===== src/rtl/i2s_tx_scheduler.sv =====
// Frame/slot sequencer for the I2S/TDM serializer: buffers one sample per slot and issues load strobes.
// Optional I2S_SCHED_REPEAT_EN: an underrun resends the last word sent in that slot instead of zeros.
module i2s_tx_scheduler #(
  parameter int NUM_SLOTS = 2,
  parameter int DW        = 32
) (
  input  logic                    clk,
  input  logic                    rst,
  input  logic                    run,
  input  logic [NUM_SLOTS-1:0]    ch_valid,
  output logic [NUM_SLOTS-1:0]    ch_ready,
  input  logic [NUM_SLOTS*DW-1:0] ch_data,
  output logic                    ser_load,
  output logic [DW-1:0]           ser_data,
  output logic                    ws,
  output logic                    frame_start,
  output logic                    busy,
  output logic [NUM_SLOTS-1:0]    underrun,
  input  logic                    underrun_clr
);

  localparam int SW = $clog2(NUM_SLOTS);
  localparam int BW = $clog2(DW);

  typedef enum logic [1:0] {IDLE, RUN, DRAIN} state_t;

  state_t                 state_reg, state_next;
  logic [BW-1:0]          bit_cnt_reg;
  logic [SW-1:0]          slot_cnt_reg;
  logic [SW-1:0]          slot_nxt;
  logic                   active, bit_last, frame_last, drain_exit, load;
  logic [NUM_SLOTS-1:0]   consume;
  logic [NUM_SLOTS-1:0]   valid_reg;
  logic [DW-1:0]          hold_reg [NUM_SLOTS];
  logic [NUM_SLOTS-1:0]   underrun_reg;
  logic [DW-1:0]          fallback;
  logic [DW-1:0]          word;
  logic                   ser_load_reg, ws_reg, frame_start_reg;
  logic [DW-1:0]          ser_data_reg;

  assign slot_nxt   = slot_cnt_reg + SW'(1);
  assign active     = (state_reg != IDLE);
  assign bit_last   = (bit_cnt_reg == BW'(DW - 1));
  assign frame_last = (slot_cnt_reg == SW'(NUM_SLOTS - 1));
  // Leaving DRAIN at the end of the last slot must not start another slot.
  assign drain_exit = (state_reg == DRAIN) && !run && bit_last && frame_last;
  assign load       = active && bit_last && !drain_exit;

  always_comb begin
    state_next = state_reg;
    case (state_reg)
      IDLE:    if (run) state_next = RUN;
      RUN:     if (!run) state_next = DRAIN;
      DRAIN: begin
        if (run)
          state_next = RUN;
        else if (bit_last && frame_last)
          state_next = IDLE;
      end
      default: state_next = IDLE;
    endcase
  end

  always_ff @(posedge clk) begin
    if (rst) begin
      state_reg    <= IDLE;
      bit_cnt_reg  <= BW'(DW - 1);
      slot_cnt_reg <= SW'(NUM_SLOTS - 1);
    end else begin
      state_reg <= state_next;
      if (load) begin
        bit_cnt_reg  <= '0;
        slot_cnt_reg <= slot_nxt;
      end else if (active && !drain_exit) begin
        bit_cnt_reg <= bit_cnt_reg + BW'(1);
      end
    end
  end

  for (genvar gi = 0; gi < NUM_SLOTS; gi++) begin : g_slot
    assign consume[gi]  = load && (slot_nxt == SW'(gi));
    assign ch_ready[gi] = !valid_reg[gi] || consume[gi];
  end

  // A write in the consuming cycle wins: the old word leaves, the new one stays valid.
  always_ff @(posedge clk) begin
    for (int i = 0; i < NUM_SLOTS; i++) begin
      if (rst) begin
        valid_reg[i]    <= 1'b0;
        hold_reg[i]     <= '0;
        underrun_reg[i] <= 1'b0;
      end else begin
        if (ch_valid[i] && ch_ready[i]) begin
          hold_reg[i]  <= ch_data[i*DW +: DW];
          valid_reg[i] <= 1'b1;
        end else if (consume[i]) begin
          valid_reg[i] <= 1'b0;
        end
        if (consume[i] && !valid_reg[i])
          underrun_reg[i] <= 1'b1;
        else if (underrun_clr)
          underrun_reg[i] <= 1'b0;
      end
    end
  end

`ifdef I2S_SCHED_REPEAT_EN
  logic [DW-1:0] last_reg [NUM_SLOTS];

  assign fallback = last_reg[slot_nxt];

  always_ff @(posedge clk) begin
    for (int i = 0; i < NUM_SLOTS; i++) begin
      if (rst)
        last_reg[i] <= '0;
      else if (consume[i] && valid_reg[i])
        last_reg[i] <= hold_reg[i];
    end
  end
`else
  assign fallback = '0;
`endif

  assign word = valid_reg[slot_nxt] ? hold_reg[slot_nxt] : fallback;

  always_ff @(posedge clk) begin
    if (rst) begin
      ser_load_reg    <= 1'b0;
      ser_data_reg    <= '0;
      ws_reg          <= 1'b0;
      frame_start_reg <= 1'b0;
    end else begin
      ser_load_reg    <= load;
      frame_start_reg <= load && (slot_nxt == '0);
      if (load) begin
        ser_data_reg <= word;
        ws_reg       <= slot_nxt[SW-1];
      end
    end
  end

  assign ser_load    = ser_load_reg;
  assign ser_data    = ser_data_reg;
  assign ws          = ws_reg;
  assign frame_start = frame_start_reg;
  assign busy        = active;
  assign underrun    = underrun_reg;

endmodule


===== config.mk =====
export PLATFORM = sky130hd
export DESIGN_NAME = i2s_tx_scheduler
export DESIGN_NICKNAME = d
export VERILOG_FILES = /design/src/rtl/i2s_tx_scheduler.sv
export SDC_FILE = /design/constraint.sdc
export NUM_CORES = 1
export LEC_CHECK = 0
export ABC_AREA = 0
export CAP_MARGIN = 30
export CORE_MARGIN = 2
export CORE_UTILIZATION = 50
export DETAILED_ROUTE_END_ITERATION = 6
export PLACE_DENSITY_LB_ADDON = 0.1
export SYNTH_ARGS = -nofsm -noshare
export SYNTH_HDL_FRONTEND = slang
export SYNTH_SLANG_ARGS = --single-unit

===== constraint.sdc =====
create_clock -name clk -period 7.7 [get_ports clk]
set_clock_uncertainty 0.15 [all_clocks]
set_input_delay 1.925 -clock clk [delete_from_list [all_inputs] [get_ports clk]]
set_output_delay 1.925 -clock clk [all_outputs]
set_load 0.005 [all_outputs]

* Word-level counts from Yosys, hierarchy flattened
Memories as Yosys holds them, arrays and structs flattened.
Index checks and enable logic that the tools add are counted.
** Cells by class
- $add $sub $neg :: 2
- $lt $le $gt $ge :: 1
- Equal/unequal tests :: 6
- Mux-type cells :: 27
- Bitwise logic cells :: 3
- Reduce and logical (&&, ||, !) cells :: 27
** Operators with widths (count)
- $mux 32 :: 3
- $mux 1 :: 17
- $logic_and 1x1->1 :: 13
- $reduce_bool 2->1 :: 6
- $mux 5 :: 2
- $mux 2 :: 4
- $pmux 2 s3 :: 1
- $add 5x1->5 const B :: 1
- $eq 5x5->1 const B :: 1
- $logic_not 1->1 :: 4
- $ne 2x2->1 const B :: 2
- $ne 3x2->1 const B :: 1
- $reduce_and 3->1 :: 1
- $eq 2x1->1 const B :: 1
- $eq 2x2->1 const B :: 1
- $logic_not 2->1 :: 1
- $logic_or 1x1->1 :: 2
- $lt 1x2->1 const B :: 1
- $or 1x1->1 :: 2
- $add 1x1->1 const B :: 1
- $not 1->1 :: 1
** Storage, ports and cells
- Bits in registers :: 47
- Memory bits (writable) :: 64
- Bits of input ports :: 70
- Output and inout port bits :: 40
- Word-level logic and storage cells :: 78
- Memories :: 1
** Memories
- hold_reg :: words 2, width 32, read ports 1, clocked after memory_dff 0, wr ports 2, RTL line 34 : logic [DW-1:0] hold_reg [NUM_SLOTS];

* Depth between registers and ports, before layout
- Word-level depth :: 13
- Mapped depth :: 8
- Depth with buffers taken out :: 7

* Worst setup path before layout
OpenSTA, ideal clock, no wires.
- Kind :: input -> output
- From :: input run
- To :: output ch_ready[0]
- Data arrival time :: 2475 ps
- Required time :: 5625 ps
- Path slack :: 3150 ps
- Cell stages on the path :: 4
- Path buffers :: 1
- Cell sequence :: a21oi_1 -> o21a_1 -> buf_2 -> inv_1
** On the way
- Cells in the longest elaborated chain, start to end :: 8
** RTL lines
- start, declared :: RTL line 9 : input logic run,
- $logic_not 1->1
- $logic_and 1x1->1 (3 in series) :: RTL line 46 : assign drain_exit = (state_reg == DRAIN) && !run && bit_last && frame_last;
- $logic_not 1->1 :: RTL line 47 : assign load = active && bit_last && !drain_exit;
- $logic_and 1x1->1 :: RTL line 47
- $logic_and 1x1->1 :: RTL line 81 : assign consume[gi] = load && (slot_nxt == SW'(gi));
- $logic_or 1x1->1 :: RTL line 82 : assign ch_ready[gi] = !valid_reg[gi] || consume[gi];
- end, declared :: RTL line 11 : output logic [NUM_SLOTS-1:0] ch_ready,
No other way between the ends.

* Worst setup path after layout
Ends and elaborated chain as after synthesis.

==> results.cfg <==
[synth]
ys_ff_latch = 111
yosysUniqueCellTypes = 39
yosysWarningCount = 0
synth_area_um2 = 5060
syn_area_per_cell_um2 = 12.5
synth-main-ff-cell = edfxtp_1
ys_seq_area_frac = 0.566
synth_edf_count = 64
postSynthCellCount = 406
synth-async-reset-ratio = 0
syn-num-nets = 478
synth.area.top_cells = edfxtp_1 38%, dfxtp_1 19%, nor3b_2 7.7%, mux2_2 7.3%, and4_1 5.5%
synth_area_leader_cell = edfxtp_1
synth_top_area_share = 0.380

[pwr]
p_leak_nw = 2.24
p_per_area_nw_per_um2 = 197
power_w = 0.00127
peakVddDrop_mv = 0.111

[routing]
vias = 3612
wire_per_inst_um = 18.7
drt_iter0_markers = 178
drt_wl_total_mm = 11.8
detail-route-antenna-nets = 0
avgViaCountPerCell = 5.72
drc = 0
first_pass_iters = 4

[grt]
overflow = 0
antenna_found_initial = 0
grt_pass1_wl_mm = 18.8
grt_pass1_vias = 3686
grtUsageTotal = 0.221
grt_max_degree = 42

[critical_path]
critPathKind = in2out
cp_slowest_stage_delay_ns = 0.66
timing.rr.end = hold_reg[1][30]
endpoint_kind = output port
crit_path_end = ch_ready[0]
worstPathRequired_ns = 5.62
r2r_slack_ns = 4.68
crit_fanout = 6
r2r_cells = 8
crit_chain = clkdlybuf4s50_1 > a21oi_1 > o21a_2 > inv_1 > clkdlybuf4s50_1
cp-startpoint = run
setup.worst_path.start_class = input pin
r2r-start = bit_cnt_reg[0]
arrival_ns = 3.58
worst_path_most_repeated_cell = clkdlybuf4s50_1
critPathSlowestCell = clkdlybuf4s50_1

[floorplanning]
start_util = 0.515
die_w_um = 105
io_pins = 110
die_y_um = 105
die_area_um2 = 10900
core.rowCount = 36
fp.coreArea_um2 = 9820

[cts]
cts.sinks = 111
htreeDepth = 3
cts.clk_slew.worst_paths_ns = 0.09
cts_tree = built
hold_buffers = 0
numCtsBuffers = 9
postCtsSetupBuffers = 0
clock_path_buffers = 2
worstSkewPairLatency_ns = 0.37
cts_root_buf = clkbuf_8
post_cts_resized = 0

[timing]
tns_ns = 0
max_freq_ghz = 0.177
timing.final.crit_share = 0.734
hold_viol_final = 0
setup_viol = 0
slew_viol_final = 0
rsz0062_at_grt = false
slew_headroom = 0.388
tightest_slew_ns = 0.918
fin_crit_ns = 5.65

[place]
dp.final_hpwl_mm = 7.50
place_congestion = 0.789
portBuffers = 109

[final_layout]
final_cell_mix = 108 x clkdlybuf4s50_1, 64 x edfxtp_1, 46 x dfxtp_1, 34 x a21oi_1, 33 x mux2_2
layout.nets = 565
largest_reg_flops = 64
final_common_cell = clkdlybuf4s50_1
syn_to_final_growth_pct = 27.2
drive_above_1_share = 0.195
antennaDiodeCount = 0
fill_cells = 820

[status]
status = finished, final reports clean

[min_path]
hold_class = reg2reg

[job]
max_cap_violations = 0
==> area by class of cell <==
type                            instances  area, um2  share of cell area
Clock buffer                           12        145              0.0226
Clock inverter                          4       76.3              0.0119
Inverter                                6       22.5             0.00350
Multi-Input combinational cell        245       1940               0.301
Sequential cell                       111       2860               0.445
Tap cell                              133        166              0.0259
Timing Repair Buffer                  120       1220               0.190
==> how the worst min path moves through the flow <==
stage	from	end	slack, ns	depth (start not counted)
finish	ser_data[30]	ser_data[30]	0.33	2
global route	ser_data[27]	ser_data[27]	0.35	2
CTS	ser_data[22]	ser_data[22]	0.33	2
detailed placement	ser_data[22]	ser_data[22]	0.32	2
global placement	ser_data[25]	ser_data[25]	0.31	2
floorplan	ser_data[0]	ser_data[0]	0.32	2
==> Yosys cell counts, types with 6 or more instances <==
library cell and instances:
a21oi_1 34, and4_1 32, buf_2 16, buf_6 8
clkbuf_1 17, dfxtp_1 47, edfxtp_1 64, inv_1 6
mux2_2 33, nand4_1 32, nor3b_2 31, o21ai_0 32
==> metrics by stage <==
step | area [um2] | hold slack (ns) | setup WS [ns] | utilization | instances
after floorplan | 5060 | 0.316 | 3.15 | - | 406
after global placement | 6140 | 0.311 | 2.12 | 0.625 | 612
after detailed placement | 6210 | 0.318 | 2.06 | 0.633 | 615
after CTS | 6430 | 0.330 | 2.04 | 0.655 | 631
after global routing | 6430 | 0.352 | 1.97 | 0.655 | 631
final | 6430 | 0.329 | 2.05 | 0.655 | 631
==> worst max-delay path, delay by kind of cell <==
family	cells	cell delay [ns]
compound gates	2	0.41
buf+inv	3	1.24
==> cell families after synthesis <==
logic type | count (synthesis) | share of synthesized area
compound gates | 88 | 0.0965
mux | 33 | 0.0735
simple gates | 122 | 0.206
flops | 111 | 0.566
fa+ha+maj | 2 | 0.00495
buf+inv | 50 | 0.0529
==> routing by layer <==
metal,GRT usage,vias up,routed length (um)
met5,0,-,0
met2,0.387,133,6000
li1,-,1733,-
met4,0.0733,0,98
met3,0.0536,11,893
met1,0.268,1735,4790
==> power breakdown <==
| group | switching, W | total (W) | internal (W) |
|---|---|---|---|
| registers | 0.0000201 | 0.000686 | 0.000666 |
| clock network | 0.000187 | 0.000381 | 0.000194 |
| logic | 0.000103 | 0.000199 | 0.0000961 |
Note: power is estimated with default switching activity, not from simulation.
